`src/rtl/instr_fetch_unit.sv`:
```
// Instruction fetch unit: owns the program counter, fetches one instruction word
// over a req/ack memory handshake with timeout, and holds it in the instruction register.
module instr_fetch_unit #(
  parameter int ADDR_W  = 8,
  parameter int DATA_W  = 16,
  parameter int TIMEOUT = 16
) (
  input  logic              clk,
  input  logic              rst,
  input  logic              en_fetch_pulse,
  input  logic              en_pc_pulse,
  input  logic [1:0]        pc_ctrl,
  input  logic [ADDR_W-1:0] jump_addr,
  output logic              mem_req,
  output logic [ADDR_W-1:0] mem_addr,
  input  logic              mem_ack,
  input  logic [DATA_W-1:0] mem_rdata,
  output logic [DATA_W-1:0] ir,
  output logic [3:0]        opcode,
  output logic [1:0]        rd,
  output logic [1:0]        rs,
  output logic [7:0]        imm,
  output logic              en1,
  output logic [ADDR_W-1:0] pc,
  output logic              busy,
  output logic              fetch_err
);

  localparam int CNT_W = 8;
  localparam logic [CNT_W-1:0] TMO_LAST = CNT_W'(TIMEOUT - 1);

  typedef enum logic {
    S_IDLE,
    S_WAIT
  } state_t;

  state_t           state;
  logic [CNT_W-1:0] tmo_cnt;

  function automatic logic [ADDR_W-1:0] next_pc(
    input logic [ADDR_W-1:0] cur,
    input logic [1:0]        ctrl,
    input logic [ADDR_W-1:0] target
  );
    logic [ADDR_W-1:0] res;
    case (ctrl)
      2'b01:   res = cur + ADDR_W'(1);
      2'b10:   res = target;
      2'b11:   res = '0;
      default: res = cur;
    endcase
    return res;
  endfunction

  // PC updates run independently of the fetch FSM; a same-edge fetch latches the old value.
  always_ff @(posedge clk or negedge rst) begin
    if (!rst) begin
      pc <= '0;
    end else if (en_pc_pulse) begin
      pc <= next_pc(pc, pc_ctrl, jump_addr);
    end
  end

  always_ff @(posedge clk or negedge rst) begin
    if (!rst) begin
      state     <= S_IDLE;
      mem_req   <= 1'b0;
      mem_addr  <= '0;
      busy      <= 1'b0;
      en1       <= 1'b0;
      fetch_err <= 1'b0;
      tmo_cnt   <= '0;
      ir        <= '0;
    end else begin
      case (state)
        S_IDLE: begin
          if (en_fetch_pulse) begin
            mem_addr  <= pc;
            mem_req   <= 1'b1;
            busy      <= 1'b1;
            en1       <= 1'b0;
            fetch_err <= 1'b0;
            tmo_cnt   <= '0;
            state     <= S_WAIT;
          end
        end
        S_WAIT: begin
          // Ack wins over timeout when both land on the last allowed cycle.
          if (mem_ack) begin
            ir      <= mem_rdata;
            en1     <= 1'b1;
            mem_req <= 1'b0;
            busy    <= 1'b0;
            state   <= S_IDLE;
          end else if (tmo_cnt == TMO_LAST) begin
            mem_req   <= 1'b0;
            busy      <= 1'b0;
            fetch_err <= 1'b1;
            state     <= S_IDLE;
          end else begin
            tmo_cnt <= tmo_cnt + CNT_W'(1);
          end
        end
        default: state <= S_IDLE;
      endcase
    end
  end

  assign opcode = ir[15:12];
  assign rd     = ir[11:10];
  assign rs     = ir[9:8];
  assign imm    = ir[7:0];

endmodule

```
`config.mk`:
```
export PLATFORM = sky130hd
export DESIGN_NAME = instr_fetch_unit
export DESIGN_NICKNAME = d
export VERILOG_FILES = /design/src/rtl/instr_fetch_unit.sv
export SDC_FILE = /design/constraint.sdc
export NUM_CORES = 1
export LEC_CHECK = 0
export ABC_CLOCK_PERIOD_IN_PS = 2000
export CORE_ASPECT_RATIO = 1.5
export CORE_MARGIN = 1.5
export CORE_UTILIZATION = 44
export DETAILED_ROUTE_END_ITERATION = 16
export MAX_ROUTING_LAYER = met4
export PLACE_DENSITY = 0.79
export REMOVE_ABC_BUFFERS = 1
export SYNTH_ARGS = -nofsm -noshare
export SYNTH_HDL_FRONTEND = slang
export SYNTH_SLANG_ARGS = --single-unit
```
`constraint.sdc`:
```
create_clock -name clk -period 2 [get_ports clk]
set_input_delay 0.5 -clock clk [delete_from_list [all_inputs] [get_ports clk]]
set_output_delay 0.5 -clock clk [all_outputs]
set_load 0.02 [all_outputs]
```
Word level (Yosys, flattened, before mapping). Index checks and enable logic that the tools add are counted.

Flip-flop bits (word level): 44.

$add $sub $neg: 2. Equal/unequal tests: 10. Mux-type cells: 19. Bitwise gates (word level): 1. Reductions and logical operators: 8.

Operators with widths (count): 2-to-1 mux 8 bit (3); one-hot mux 8 bit (3 select lines) (1); adder 8 x 1 -> 8 bit (second input constant) (2); one-hot mux 8 bit (2 select lines) (1); 2-to-1 mux 1 bit (10); AND reduction 2 bit (5); equality test 8 x 4 -> 1 bit (second input constant) (1); inequality test 2 bit (second input constant) (4); one-hot mux 1 bit (2 select lines) (4); AND reduction 3 bit (2); equality test 2 bit (second input constant) (2); inequality test 3 x 2 -> 1 bit (second input constant) (1); nonzero test 3 bit (1); equality test 2 x 1 -> 1 bit (second input constant) (1); inequality test 2 x 1 -> 1 bit (second input constant) (1); inverter 1 bit (1).

Logic depth before layout (Yosys ltp). Gate-level depths: netlist (run 1).

Word-level depth: 4. Depth in mapped cells: 5. Depth with buffers taken out: 4.

Worst setup path before layout (run 1). No wires, ideal clock.

Path type: input port to flip-flop. Start: input mem_ack. End: register tmo_cnt[7]. Library setup time: 0.074 ns. Data arrival time: 1.446 ns. Data required time: 1.926 ns. Setup slack: 0.480 ns. Stages: 4. Path buffers: 1. Path through: buf_6 -> nand4b_4 -> or4_4 -> a21oi_2.

Longest elaborated chain between the ends: 2.

Ends and longest elaborated chain: from (decl) (line 16) `input logic mem_ack,`; inequality test 2 bit (no line); AND reduction 3 bit (no line); to (signal assigned) (line 101) `tmo_cnt <= tmo_cnt + CNT_W'(1);`; to (decl) (line 38) `logic [CNT_W-1:0] tmo_cnt;`.

No other way between the ends. A chain may end at the register's enable or synchronous reset.

Final worst setup path (run 1).
Start: register pc[1]. End: output pc[1].

RTL lines: from (decl) (line 24) `output logic [ADDR_W-1:0] pc,`; from (signal assigned) (line 60) `pc <= next_pc(pc, pc_ctrl, jump_addr);`.

No word-level cell between the ends.

==> results of run 1 <==
[cell usage after synthesis (4+ instances only)]
library cell  number
dfrtp_1           44
mux2_2            16
nand3_1            6
buf_4             17
nor2b_1            8
a31oi_1            5
a22o_1             4
a21oi_1            4
clkbuf_1           5
nor2_1             7
inv_1              7
nor3b_1            4
o21ai_0           12
nand2b_1           4
nand2_1           24
mux2i_1            4
[cell type report]
| type | instances | area share (%) |
|---|---|---|
| clock inverters | 1 | 0.936 |
| multi-input cells | 136 | 29.5 |
| repair buffers | 93 | 28.8 |
| well taps | 66 | 2.58 |
| flip-flops and latches | 44 | 34.3 |
| clock buffers | 7 | 3.00 |
| inverters | 7 | 0.819 |
[cells in the final DEF, fill, tap and decap left out, types with 4 or more instances in the layout]
master / instances
inv_1: 7
nand2b_1: 4
o21ai_0: 12
a22o_1: 4
clkbuf_8: 7
nand3_1: 6
mux2_2: 16
nor2_1: 7
buf_4: 9
nor3b_1: 4
nor2b_1: 8
dfrtp_1: 44
a31oi_1: 5
a21oi_1: 4
nand2_1: 24
mux2i_1: 4
clkdlybuf4s50_1: 81
[state kept, by name, indices dropped and copies added, names as in the netlist]
| signal | cells |
|---|---|
| busy | 1 |
| en1 | 1 |
| fetch_err | 1 |
| ir | 16 |
| mem_addr | 8 |
| pc | 8 |
| state | 1 |
| tmo_cnt | 8 |
[metal layers]
| layer | GRT usage [%] | up-vias | wire length (µm) |
|---|---|---|---|
| met5 | - | - | 0 |
| met4 | 7.80 | 0 | 93 |
| met3 | 4.15 | 7 | 345 |
| met2 | 33.0 | 81 | 2620 |
| met1 | 23.2 | 902 | 2000 |
| li1 | - | 904 | - |
[logic make-up after synthesis]
| kind of cell | count (synthesis) | share of synthesized area [%] |
|---|---|---|
| muxes | 20 | 9.78 |
| AOI/OAI and AO/OA | 42 | 12.8 |
| DFF | 44 | 48.9 |
| buffers and inverters | 34 | 9.00 |
| and+or+nand+nor | 72 | 18.3 |
| adders and majority gates | 2 | 1.11 |
[worst min path at each step]
| stage | from | end | slack, ns | depth (start not counted) |
|---|---|---|---|---|
| after detailed placement | fetch_err | fetch_err | 0.47 | 2 |
| final | rst | tmo_cnt[5] | 0.27 | 2 |
| after CTS | rst | tmo_cnt[5] | 0.28 | 2 |
| after global routing | rst | tmo_cnt[5] | 0.32 | 2 |
| after global placement | mem_addr[1] | mem_addr[1] | 0.46 | 2 |
| after floorplan | rst | busy | 0.20 | 0 |
[per-stage QoR]
step	power (mW)	std cells	hold WS (ns)
after CTS	3.34	354	0.281
after detailed placement	2.60	346	0.472
final	3.30	354	0.265
after floorplan	1.86	187	0.204
after global placement	2.56	346	0.462
after global routing	3.49	354	0.320
[power by group through the flow]
stage / clock network (mW) / logic, mW / registers [mW]
floorplan: 0 / 0.283 / 1.57
finish: 0.734 / 1.31 / 1.26
global placement: 0 / 1.29 / 1.27
global route: 0.784 / 1.41 / 1.29
detailed placement: 0 / 1.32 / 1.28
CTS: 0.749 / 1.32 / 1.26
==> flow_metrics.env, run 1 <==
export IMPL_dp_hpwl_um=3790
export IMPL_ys_seq_elements=44
export IMPL_antenna_found_initial=0
export IMPL_crit_path_end="pc[1]"
export IMPL_hold_viol_final=0
export IMPL_synthesis_area_mm2=0.00225
export IMPL_regArea_mm2=0.00110
export IMPL_ys_top_cells_by_area="dfrtp_1 (49%), mux2_2 (8.0%), buf_4 (5.7%)"
export IMPL_postRouteAntennaNets=0
export IMPL_clk_latency_ns=0.30
export IMPL_power_frac_clock_pct=22.2
export IMPL_setup_violations_final=0
export IMPL_crit_start="pc[1]"
export IMPL_fin_tns_setup_ns=0
export IMPL_end_kind="primary output"
export IMPL_vias_per_cell=5.35
export IMPL_initial_core_util_pct=46.1
export IMPL_hp_class="in -> async"
export IMPL_synthCells=214
export IMPL_port_buffers=82
export IMPL_die_h_um=90.6
export IMPL_slew_viol_final=0
export IMPL_firstDrtPassIters=4
export IMPL_yosysWarnings=0
export IMPL_finalNetCount=320
export IMPL_synth_ff_type="dfrtp_1"
export IMPL_htree_levels=2
export IMPL_power_density_mw_per_mm2=1030
export IMPL_syn_mean_instance_area_um2=10.5
export IMPL_min_period_over_period_pct=97.3
export IMPL_rows=31
export IMPL_worstSetupStartpointType="register"
export IMPL_clock_sinks=44
export IMPL_io_pins=83
export IMPL_yosysSeqAreaShare_pct=48.9
export IMPL_async_flop_share_pct=100
export IMPL_synth_top_cell_area_share_pct=48.9
export IMPL_seq_power_share_pct=38.2
export IMPL_design_area_mm2=0.00321
export IMPL_grt_overflow=0
export IMPL_dr_total_vias=1894
export IMPL_timing_final_ws_setup_ns=0.0549
export IMPL_combPwrFrac_pct=39.6
export IMPL_dieArea_mm2=0.00556
export IMPL_cp_arrival_ns=1.45
export IMPL_wire_per_inst_um=14.3
export IMPL_relSlewSlack_pct=63.2
export IMPL_holdBufCountCts=0
export IMPL_tightestPinTransition_ns=0.552
export IMPL_netSwitchingPower_mw=1.10
export IMPL_routabilityCongestion=0.884
export IMPL_grt_pass1_wl_um=8270
export IMPL_clockRootBuffer="clkbuf_8"
export IMPL_pre_cts_slack_ns=0.0840
export IMPL_wirelength_um=5060
export IMPL_antenna_cells=0
export IMPL_min_period_ns=1.95
export IMPL_crit_required_ns=1.50
export IMPL_drt_initial_drc_count=78
export IMPL_cp_cell_sequence="clkdlybuf4s50_1"
export IMPL_r2r_end="busy"
export IMPL_final_core_util_pct=65.6
export IMPL_criticalPathCategory="reg -> out"
export IMPL_core_area_mm2=0.00489
export IMPL_cp_num_buf_inv=1
export IMPL_cts_tree="built"
export IMPL_syn_to_final_growth_pct=42.5
export IMPL_grt_usage_pct=20.1
export IMPL_ir_drop_uv=468
export IMPL_synth_edf_count=0
export IMPL_rrSetupSlack_ns=0.38
export IMPL_path_depth=1
export IMPL_status="completed"
export IMPL_yosysTopAreaCell="dfrtp_1"
export IMPL_clock_fmax_ghz=0.514
export IMPL_grt_max_degree=45
export IMPL_slowest_stage="clkdlybuf4s50_1"
export IMPL_post_cts_buffers=0
export IMPL_reg2reg_depth=4
export IMPL_leakage_nw=1.41
export IMPL_critPathMaxFanout=8
export IMPL_p_int_mw=2.20
export IMPL_cts_buffers=5
export IMPL_drive_gt1_share_pct=13.9
export IMPL_p_sw_share_pct=33.4
export IMPL_num_fill_cells=422
export IMPL_post_cts_resized=0
export IMPL_drc=0
export IMPL_die_w_um=61.4
export IMPL_drv_cap=0
export IMPL_synth_distinct_cells=43
export IMPL_finClkSkew_ns=0.00786
export IMPL_cts_buffer_depth=2
export IMPL_multi_input_area_um2=947
export IMPL_grt_pass1_vias=1761
export IMPL_dpl_cell_area_mm2=0.00308
export IMPL_rsz0062_at_grt="false"
export IMPL_clkTransAtPathRegs_ns=0.08
export IMPL_critPathTopFamily="buffers and inverters"
export IMPL_critPathMaxStageDelay_ns=0.66
export IMPL_r2r_start="tmo_cnt[0]"
No activity file was read; power rests on OpenSTA's default activity.
==> run 2, diff against run 1 <==
--- a/config.mk
+++ b/config.mk
@@ -11,7 +11,7 @@
 export CORE_UTILIZATION = 44
 export DETAILED_ROUTE_END_ITERATION = 16
 export MAX_ROUTING_LAYER = met4
-export PLACE_DENSITY = 0.79
+export PLACE_DENSITY_LB_ADDON = 0.12
 export REMOVE_ABC_BUFFERS = 1
 export SYNTH_ARGS = -nofsm -noshare
 export SYNTH_HDL_FRONTEND = slang
==> run 2 against run 1 <==
Against the previous run: critical path depth stayed put; wire length rose by 0.65%; clock-buffer cell count fell by 1; utilization grew 0.49 points; global-route usage rose by 0.36 points; combinational power about the same; via count down 3.6%; critical endpoint is now pc[4]; largest power group unchanged; highest routed layer unchanged.
==> flow_metrics.env, run 2 (same netlist as run 1, synthesis figures left out) <==
export IMPL_power_frac_clock_pct=20.3
export IMPL_r2r_end="tmo_cnt[6]"
export IMPL_port_buffers=82
export IMPL_wire_per_inst_um=14.2
export IMPL_tightestPinTransition_ns=0.488
export IMPL_rrSetupSlack_ns=0.42
export IMPL_p_sw_share_pct=33.8
export IMPL_worstSetupStartpointType="register"
export IMPL_syn_to_final_growth_pct=43.5
export IMPL_fin_cells=358
export IMPL_largest_reg_flops=16
export IMPL_min_period_ns=1.91
export IMPL_timing_final_ws_setup_ns=0.0873
export IMPL_holdBufCountCts=0
export IMPL_antenna_found_initial=0
export IMPL_postRouteAntennaNets=0
export IMPL_leakage_nw=1.43
export IMPL_reg2reg_depth=4
export IMPL_design_area_mm2=0.00323
export IMPL_initial_core_util_pct=46.1
export IMPL_final_cell_mix="clkdlybuf4s50_1 (81), dfrtp_1 (44), nand2_1 (24), mux2_2 (16)"
export IMPL_drc=0
export IMPL_seq_power_share_pct=38.7
export IMPL_slowest_stage="clkdlybuf4s50_1"
export IMPL_end_kind="primary output"
export IMPL_combPwrFrac_pct=41.0
export IMPL_clock_fmax_ghz=0.523
export IMPL_top_register="ir"
export IMPL_clockRootBuffer="clkbuf_8"
export IMPL_firstDrtPassIters=4
export IMPL_r2r_start="tmo_cnt[0]"
export IMPL_die_w_um=61.4
export IMPL_slew_viol_final=0
export IMPL_clkTransAtPathRegs_ns=0.08
export IMPL_rsz0062_at_grt="false"
export IMPL_finClkSkew_ns=0.00320
export IMPL_die_h_um=90.6
export IMPL_htree_levels=2
export IMPL_crit_required_ns=1.50
export IMPL_drt_initial_drc_count=89
export IMPL_dr_total_vias=1825
export IMPL_min_period_over_period_pct=95.6
export IMPL_relSlewSlack_pct=67.5
export IMPL_grt_max_degree=26
export IMPL_critPathTopFamily="buffers and inverters"
export IMPL_p_int_mw=2.14
export IMPL_ir_drop_uv=549
export IMPL_critPathMaxFanout=8
export IMPL_status="completed"
export IMPL_dpl_cell_area_mm2=0.00312
export IMPL_core_area_mm2=0.00489
export IMPL_grt_overflow=0
export IMPL_grt_usage_pct=20.4
export IMPL_fin_tns_setup_ns=0
export IMPL_dp_hpwl_um=3900
export IMPL_finalNetCount=324
export IMPL_cp_arrival_ns=1.41
export IMPL_post_cts_resized=0
export IMPL_final_common_cell="clkdlybuf4s50_1"
export IMPL_cts_buffer_depth=2
export IMPL_criticalPathCategory="reg -> out"
export IMPL_wirelength_um=5090
export IMPL_grt_pass1_wl_um=8340
export IMPL_critPathMaxStageDelay_ns=0.65
export IMPL_grt_pass1_vias=1777
export IMPL_hold_viol_final=0
export IMPL_dpl_cell_count=350
export IMPL_netSwitchingPower_mw=1.09
export IMPL_pre_cts_slack_ns=0.0927
export IMPL_dieArea_mm2=0.00556
export IMPL_drive_gt1_share_pct=14.7
export IMPL_rows=31
export IMPL_power_density_mw_per_mm2=1000
export IMPL_clock_sinks=44
export IMPL_antenna_cells=0
export IMPL_clk_latency_ns=0.29
export IMPL_routabilityCongestion=0.837
export IMPL_drv_cap=0
export IMPL_cts_tree="built"
export IMPL_cp_cell_sequence="clkdlybuf4s50_1"
export IMPL_vias_per_cell=5.10
export IMPL_cts_buffers=5
export IMPL_io_pins=83
export IMPL_setup_violations_final=0
export IMPL_hp_class="in -> async"
export IMPL_cp_num_buf_inv=1
export IMPL_post_cts_buffers=0
## run 2: cell count changes in the layout (fill, tap and decap cells not counted)
cell      previous run  this run
buf_12               2         3
buf_4                9        12
clkbuf_1             0         1
clkbuf_8             7         5
clkinv_2             0         1
## run 2: worst max path at each step
stage           startpoint         end  slack (ns)  depth (start not counted)
2_1_floorplan   tmo_cnt[5]        busy        0.59                          3
3_3_place_gp   en_pc_pulse       pc[7]        0.11                          4
3_5_place_dp       mem_ack  tmo_cnt[7]        0.09                          4
4_1_cts              pc[4]       pc[4]        0.06                          1
5_1_grt              pc[2]       pc[2]       0.001                          1
6_report             pc[4]       pc[4]        0.09                          1
## run 2: metrics by stage
step / power (mW) / utilization (%) / hold slack [ns]
2_1_floorplan: 1.86 / - / 0.204
3_3_place_gp: 2.59 / 63.9 / 0.461
3_5_place_dp: 2.61 / 63.9 / 0.470
4_1_cts: 3.27 / 66.1 / 0.173
5_1_grt: 3.42 / 66.1 / 0.185
6_report: 3.23 / 66.1 / 0.156
## run 2: cell type report
class	instances	area (µm²)
fill	422	1660
sequential	44	1100
timing repair buffer	97	966
multi-input combinational	136	947
tap	66	82.6
clock buffer	6	72.6
clock inverter	2	35.0
inverter	7	26.3
## run 2: layer usage
metal	track usage, %	share of wire (%)	up-vias
li1	-	-	900
met1	21.2	39	886
met2	36.4	57	33
met3	4.58	2.5	6
met4	6.56	1.4	0
met5	-	0	-
## run 2: power by group through the flow
stage,combinational (mW),sequential [mW],clock (mW)
2_1_floorplan,0.283,1.57,0
4_1_cts,1.34,1.25,0.679
3_5_place_dp,1.34,1.27,0
6_report,1.32,1.25,0.656
5_1_grt,1.42,1.28,0.713
3_3_place_gp,1.33,1.26,0
## run 2: worst register-to-register path, delay by kind of cell (launching register included)
| kind | cells | cell delay, ns |
|---|---|---|
| buffers and inverters | 1 | 0.09 |
| DFF | 1 | 0.49 |
| and+or+nand+nor | 1 | 0.51 |
| AOI/OAI and AO/OA | 1 | 0.17 |
| adders and majority gates | 1 | 0.25 |
